`src/rtl/pc_fetch_pkg.sv`:
```
// Shared definitions for the instruction fetch controller: address width,
// parameter defaults, FSM state encoding and a word-alignment helper.
package pc_fetch_pkg;

  localparam int ADDR_W = 32;

  localparam logic [ADDR_W-1:0] RESET_PC_DEF = 32'h0000_0000;
  localparam logic [ADDR_W-1:0] PC_STEP_DEF  = 32'd4;

  localparam logic [ADDR_W-1:0] WORD_MASK = {{(ADDR_W-2){1'b1}}, 2'b00};

  typedef enum logic [1:0] {
    ST_IDLE   = 2'd0,
    ST_REQ    = 2'd1,
    ST_ISSUE  = 2'd2,
    ST_HALTED = 2'd3
  } fetch_state_e;

  // Clear the byte-offset bits so redirect targets are always word aligned
  function automatic logic [ADDR_W-1:0] word_align(input logic [ADDR_W-1:0] a);
    return a & WORD_MASK;
  endfunction

endpackage

```
`src/rtl/pc_fetch_ctrl_if.sv`:
```
// Instruction memory request/acknowledge bus between the fetch controller
// (master) and the instruction memory (slave).
interface pc_fetch_ctrl_if;
  import pc_fetch_pkg::*;

  logic              imem_req;
  logic [ADDR_W-1:0] imem_addr;
  logic              imem_ack;
  logic [ADDR_W-1:0] imem_data;

  modport master (
    output imem_req,
    output imem_addr,
    input  imem_ack,
    input  imem_data
  );

  modport slave (
    input  imem_req,
    input  imem_addr,
    output imem_ack,
    output imem_data
  );

endinterface

```
`src/rtl/pc_next_sel.sv`:
```
// Next fetch address: word-aligned redirect target when a redirect is
// taken, otherwise the sequential successor (wraps modulo 2^32).
module pc_next_sel
  import pc_fetch_pkg::*;
#(
  parameter logic [ADDR_W-1:0] PC_STEP = PC_STEP_DEF
) (
  input  logic [ADDR_W-1:0] fetch_pc,
  input  logic              sel_dir,
  input  logic [ADDR_W-1:0] direction,
  output logic [ADDR_W-1:0] next_pc
);

  // Redirect target or sequential increment
  always_comb begin
    next_pc = fetch_pc + PC_STEP;
    if (sel_dir) next_pc = word_align(direction);
  end

endmodule

```
`src/rtl/pc_fetch_ctrl.sv`:
```
// Instruction fetch controller. Issues one memory request at a time,
// presents the returned word to decode, and follows branch redirects.
// A redirect that arrives while a request is outstanding is remembered and
// applied once the memory acknowledges; the returned data is then dropped.
module pc_fetch_ctrl
  import pc_fetch_pkg::*;
#(
  parameter logic [ADDR_W-1:0] RESET_PC = RESET_PC_DEF,
  parameter logic [ADDR_W-1:0] PC_STEP  = PC_STEP_DEF
) (
  input  logic              clk,
  input  logic              rst_n,
  input  logic              start,
  input  logic              halt,
  input  logic              sel_dir,
  input  logic [ADDR_W-1:0] direction,
  input  logic              stall,
  pc_fetch_ctrl_if.master   bus,
  output logic [ADDR_W-1:0] instr,
  output logic              instr_valid,
  output logic [ADDR_W-1:0] pc,
  output logic              halted
);

  fetch_state_e      state;
  logic [ADDR_W-1:0] fetch_pc;
  logic [ADDR_W-1:0] next_pc;
  logic [ADDR_W-1:0] redir_tgt;
  logic              redir_pend;
  logic              halt_pend;
  logic              req;

  pc_next_sel #(
    .PC_STEP (PC_STEP)
  ) u_next_sel (
    .fetch_pc  (fetch_pc),
    .sel_dir   (sel_dir),
    .direction (direction),
    .next_pc   (next_pc)
  );

  // The request address is the registered fetch pointer, so it cannot move
  // while a request waits for its acknowledge.
  assign bus.imem_req  = req;
  assign bus.imem_addr = fetch_pc;

  // Fetch FSM with registered outputs; halt has priority over redirect and start
  always_ff @(posedge clk or negedge rst_n) begin
    if (!rst_n) begin
      state       <= ST_IDLE;
      fetch_pc    <= RESET_PC;
      redir_tgt   <= RESET_PC;
      redir_pend  <= 1'b0;
      halt_pend   <= 1'b0;
      req         <= 1'b0;
      instr       <= '0;
      pc          <= '0;
      instr_valid <= 1'b0;
      halted      <= 1'b0;
    end else begin
      case (state)
        ST_IDLE: begin
          if (halt) begin
            state  <= ST_HALTED;
            halted <= 1'b1;
          end else if (start) begin
            state    <= ST_REQ;
            fetch_pc <= RESET_PC;
            req      <= 1'b1;
          end
        end

        ST_REQ: begin
          if (bus.imem_ack) begin
            if (halt || halt_pend) begin
              // Handshake is complete; drop the data and stop
              state      <= ST_HALTED;
              halted     <= 1'b1;
              req        <= 1'b0;
              redir_pend <= 1'b0;
            end else if (sel_dir) begin
              // Redirect arriving with the ack: refetch the new target at once
              fetch_pc   <= next_pc;
              redir_pend <= 1'b0;
            end else if (redir_pend) begin
              fetch_pc   <= redir_tgt;
              redir_pend <= 1'b0;
            end else begin
              state       <= ST_ISSUE;
              instr       <= bus.imem_data;
              pc          <= fetch_pc;
              instr_valid <= 1'b1;
              req         <= 1'b0;
            end
          end else if (halt) begin
            halt_pend <= 1'b1;
          end else if (sel_dir) begin
            // Latest redirect wins if several arrive before the ack
            redir_pend <= 1'b1;
            redir_tgt  <= next_pc;
          end
        end

        ST_ISSUE: begin
          if (halt) begin
            state       <= ST_HALTED;
            halted      <= 1'b1;
            instr_valid <= 1'b0;
          end else if (sel_dir || !stall) begin
            // A redirect discards the issued word even while decode stalls
            state       <= ST_REQ;
            fetch_pc    <= next_pc;
            req         <= 1'b1;
            instr_valid <= 1'b0;
          end
        end

        ST_HALTED: begin
          halted <= 1'b1;
        end

        default: begin
          state <= ST_IDLE;
        end
      endcase
    end
  end

endmodule

```
`src/flat_wrapper.sv`:
```
// flat-port wrapper written by rule: the top's interface ports become plain ports
module pc_fetch_ctrl_flat import pc_fetch_pkg::*;
#(
  parameter logic [ADDR_W-1:0] RESET_PC = RESET_PC_DEF,
  parameter logic [ADDR_W-1:0] PC_STEP  = PC_STEP_DEF
)
  (clk, rst_n, start, halt, sel_dir, direction, stall, instr, instr_valid, pc, halted, bus_imem_req, bus_imem_addr, bus_imem_ack, bus_imem_data);
  pc_fetch_ctrl_if bus_i ();
  input  logic clk;
  input  logic rst_n;
  input  logic start;
  input  logic halt;
  input  logic sel_dir;
  input  logic [ADDR_W-1:0] direction;
  input  logic stall;
  output logic [ADDR_W-1:0] instr;
  output logic instr_valid;
  output logic [ADDR_W-1:0] pc;
  output logic halted;
  output wire logic [$bits(bus_i.imem_req)-1:0] bus_imem_req;
  output wire logic [$bits(bus_i.imem_addr)-1:0] bus_imem_addr;
  input wire logic [$bits(bus_i.imem_ack)-1:0] bus_imem_ack;
  input wire logic [$bits(bus_i.imem_data)-1:0] bus_imem_data;
  assign bus_imem_req = bus_i.imem_req;
  assign bus_imem_addr = bus_i.imem_addr;
  assign bus_i.imem_ack = bus_imem_ack;
  assign bus_i.imem_data = bus_imem_data;
  pc_fetch_ctrl #(.RESET_PC(RESET_PC), .PC_STEP(PC_STEP)) u_core (.clk(clk), .rst_n(rst_n), .start(start), .halt(halt), .sel_dir(sel_dir), .direction(direction), .stall(stall), .bus(bus_i), .instr(instr), .instr_valid(instr_valid), .pc(pc), .halted(halted));
endmodule
```
`config.mk`:
```
export PLATFORM = sky130hd
export DESIGN_NAME = pc_fetch_ctrl_flat
export DESIGN_NICKNAME = d
export VERILOG_FILES = /design/src/rtl/pc_fetch_pkg.sv /design/src/rtl/pc_fetch_ctrl_if.sv /design/src/rtl/pc_next_sel.sv /design/src/rtl/pc_fetch_ctrl.sv /design/src/flat_wrapper.sv
export SDC_FILE = /design/constraint.sdc
export NUM_CORES = 1
export LEC_CHECK = 0
export ABC_AREA = 0
export CAP_MARGIN = 25
export CELL_PAD_IN_SITES_DETAIL_PLACEMENT = 0
export CELL_PAD_IN_SITES_GLOBAL_PLACEMENT = 1
export CORE_MARGIN = 5
export CORE_UTILIZATION = 43
export CTS_CLUSTER_SIZE = 30
export DETAILED_ROUTE_END_ITERATION = 7
export PLACE_DENSITY_LB_ADDON = 0.1
export SLEW_MARGIN = 10
export SYNTH_ARGS = -nofsm -noshare
export SYNTH_HDL_FRONTEND = slang
export SYNTH_HIERARCHICAL = 1
export SYNTH_SLANG_ARGS = --single-unit
```
`constraint.sdc`:
```
create_clock -name clk -period 6.7 [get_ports clk]
set_clock_uncertainty 0.05 [all_clocks]
set_input_delay 2.01 -clock clk [delete_from_list [all_inputs] [get_ports clk]]
set_output_delay 2.01 -clock clk [all_outputs]
set_load 0.005 [all_outputs]
```
==> results.toml <==
[outcome]
run_status = "finished, final reports clean"

[sta]
timing_worst_slew_pin_value_ns = 0.858
fin_setup_tns_ns = 0
max_slew_margin = 0.428
maxSlewViolCount = 0
number_of_failing_setup_endpoints_in_the_final_timing_report = 0
setup_repair_after_global_routing_missed_its_margin = "false"
max_clock_freq_mhz = 230
post-route-period-util = 0.649
layout_setup_ws_ns = 2.35
hold_slack_ns = 0.413
final-hold-violation-count = 0
timing.final.crit_period_ns = 4.35

[synth]
post-synth-top-area-fraction = 0.466
synth.yosys.seq_area_share = 0.466
netlist_area_um2 = 7250
syn-instance-count = 606
synth.avg_cell_area_um2 = 12.0
synth_cell_types = 52
synth-seq-cells = 135
synth_enable_flop_cells = 0
ys.flop_type = "sky130_fd_sc_hd__dfrtp_1"
synth_nets = 685
synth_largest_area_cell = "sky130_fd_sc_hd__dfrtp_1"
yosysWarningCount = 6
synth_top_cells_by_area = "sky130_fd_sc_hd__dfrtp_1, sky130_fd_sc_hd__mux2_2, sky130_fd_sc_hd__mux2_4, sky130_fd_sc_hd__a22oi_1, sky130_fd_sc_hd__nor2b_1"
asyncSetResetFlopFracSynth = 1.00

[placed_design]
placedCellCount = 962
place_ws_ns = 1.88
gp_congestion = 0.745
placement.io_buffers = 167
dp_hpwl_um = 12900
detailed_place.area_um2 = 9050

[power]
worst_ir_drop_vdd_mv = 0.209
power_density_nw_per_um2 = 371
total_leakage_power_nw = 4.02
design_power_total_mw = 3.58

[final_layout]
number_of_standard_cells_in_the_final_layout_excluding_fillers = 993
post_route_cells_drive_above_1_share = 0.277
flow.area_growth_from_synthesis_pct = 33.1
layout.nets = 840
post-route-util = 0.582
layout.area.seq_um2 = 3380
layout.cell_area.non_filler_um2 = 9650
antenna-diode-count = 0
fillCellCount = 1407
multi_input_area_um2 = 3630

[routing]
via_per_inst = 5.43
drt_pre_antenna_iters = 4
final_antenna_net_count = 0
remaining_drc_errors = 0
dr_total_vias = 5394
wl_per_cell_um = 19.2
postRouteWirelength_um = 19000
first_iter_violations = 312

[hold_path]
timing.hold.worst_endpoint = "u_core/halted"
timing.hold.worst.class = "flop to flop"
worst_hold_path.num_cells = 1
hold_path_startpoint = "u_core/halted"

[critical_path]
worst_ep_arrival_time_ns = 4.60
worst_case_register_to_register_setup_slack_ns = 3.35
worst_r2r_startpoint = "u_core/bus.imem_addr[11]"
critical_path.max_fanout = 48
worstRegToRegCells = 8
type_of_the_setup_path_with_the_least_slack = "primary input to flop"
worst_r2r_endpoint = "u_core/bus.imem_addr[30]"
worstSetupStartpointType = "primary input"
cp.required_ns = 6.95
worstSetupEndpointType = "flop"

[die]
die_height_um = 140
die-width_um = 140
io_pins = 170
floorplan.die_area_um2 = 19600
initial_utilization = 0.437
design.core.area_um2 = 16600
rows = 47

[global_route]
antenna_found_initial = 0
first_global_vias = 5877
maximum_number_of_pins_on_one_net_before_global_route_repair = 88
combined_global_route_utilization_of_all_metal_layers = 0.199
grt_remaining_overflow = 0
grt_first_pass_wirelength_um = 31400

[clock_tree]
numCtsBuffers = 17
cts.hold.buffers_added = 0
cts-resized-gates = 0
clock_tree.root_cell = "sky130_fd_sc_hd__clkbuf_16"
worstSkewPairLatency_ns = 0.42
cts_setup_buffers = 0
number_of_buffers_on_the_longest_clock_path = 2
cts.sinks = 135
tritoncts = "done"
htreeDepth = 4
path_clk_slew_ns = 0.06

[job]
max_cap_violations = 0
-- state kept, by name (all words and copies together), names as in the netlist --
register / flops
u_core/bus.imem_addr: 32
u_core/instr: 32
u_core/pc: 32
u_core/redir_tgt: 32
u_core/state: 2
u_core/bus.imem_req: 1
u_core/halt_pend: 1
u_core/halted: 1
u_core/instr_valid: 1
u_core/redir_pend: 1
-- cell usage after synthesis, drive strengths merged (3+ instances only) --
master  number
nor4         5
or3          6
o21ai       21
nand3       13
nand2b       5
nor2        24
inv          9
ha           8
and4         4
buf         23
mux2i        3
dfrtp      135
xnor2        8
clkbuf      16
nand2       28
mux2       162
nor2b       34
o31ai        4
a31oi       15
a22oi       32
nand4       13
or4          7
nor3         3
and3         3
xor2         5
-- cell usage in the layout, fill, tap and decap left out, drive strengths merged, types with 2 or more instances in the layout --
cell,instances
nand2,28
nand4,13
and4,4
bufinv,3
nor4,5
o31ai,4
a21oi,2
nor3,3
a31o,2
or3,6
mux2i,3
nand2b,5
mux2,162
and3,3
a31oi,15
o21ai,21
or4,7
a22oi,32
xor2,5
buf,10
xnor2,8
a21boi,2
clkbuf,19
inv,10
clkdlybuf4s50,165
nor2b,34
clkinvlp,4
nand3,13
ha,8
clkinv,5
dfrtp,135
nor2,24
-- how the worst max path moves through the flow --
stage          depth (start not counted)    start  slack [ns]                        to
2_1_floorplan                          7  sel_dir        3.13  u_core/bus.imem_addr[13]
3_3_place_gp                           5     halt        1.98             u_core/pc[10]
3_5_place_dp                           5     halt        1.88          u_core/instr[10]
4_1_cts                                5     halt        2.33             u_core/pc[10]
5_1_grt                                5     halt        2.15             u_core/pc[10]
6_report                               5     halt        2.35             u_core/pc[10]
-- logic make-up after synthesis --
group                    Yosys count  synth area share
multiplexers                     165             0.271
AND/OR/NAND/NOR                  149             0.114
flip-flops                       135             0.466
AO/OA/AOI/OAI                     87            0.0840
buffers and inverters             49            0.0354
XOR/XNOR                          13            0.0157
adder cells (fa/ha/maj)            8            0.0138
-- power by group --
part | leakage (nW) | internal, mW | total, mW | switching, mW
Combinational | 1.95 | 0.801 | 1.29 | 0.493
Sequential | 1.79 | 1.08 | 1.34 | 0.260
Clock | 0.281 | 0.592 | 0.948 | 0.356
-- metal layers --
layer	vias up	track usage	routed length, µm
li1	2531	-	-
met1	2704	0.261	8410
met2	146	0.325	9440
met3	13	0.0542	1030
met4	0	0.0541	172
met5	-	0	0
-- layout make-up --
type / count / share of cell area
Sequential cell: 135 / 0.350
Clock buffer: 19 / 0.0459
Multi-Input combinational cell: 422 / 0.376
Inverter: 10 / 0.00389
Tap cell: 220 / 0.0285
Timing Repair Buffer: 175 / 0.180
Clock inverter: 12 / 0.0158
-- worst max-delay path, stage by stage --
cell and delay (ns):
sky130_fd_sc_hd__clkdlybuf4s50_1 0.64, sky130_fd_sc_hd__nor4_1 0.38, sky130_fd_sc_hd__and3_2 0.51, sky130_fd_sc_hd__buf_4 0.59
sky130_fd_sc_hd__mux2_2 0.41
Note: power is estimated with default switching activity, not from simulation.
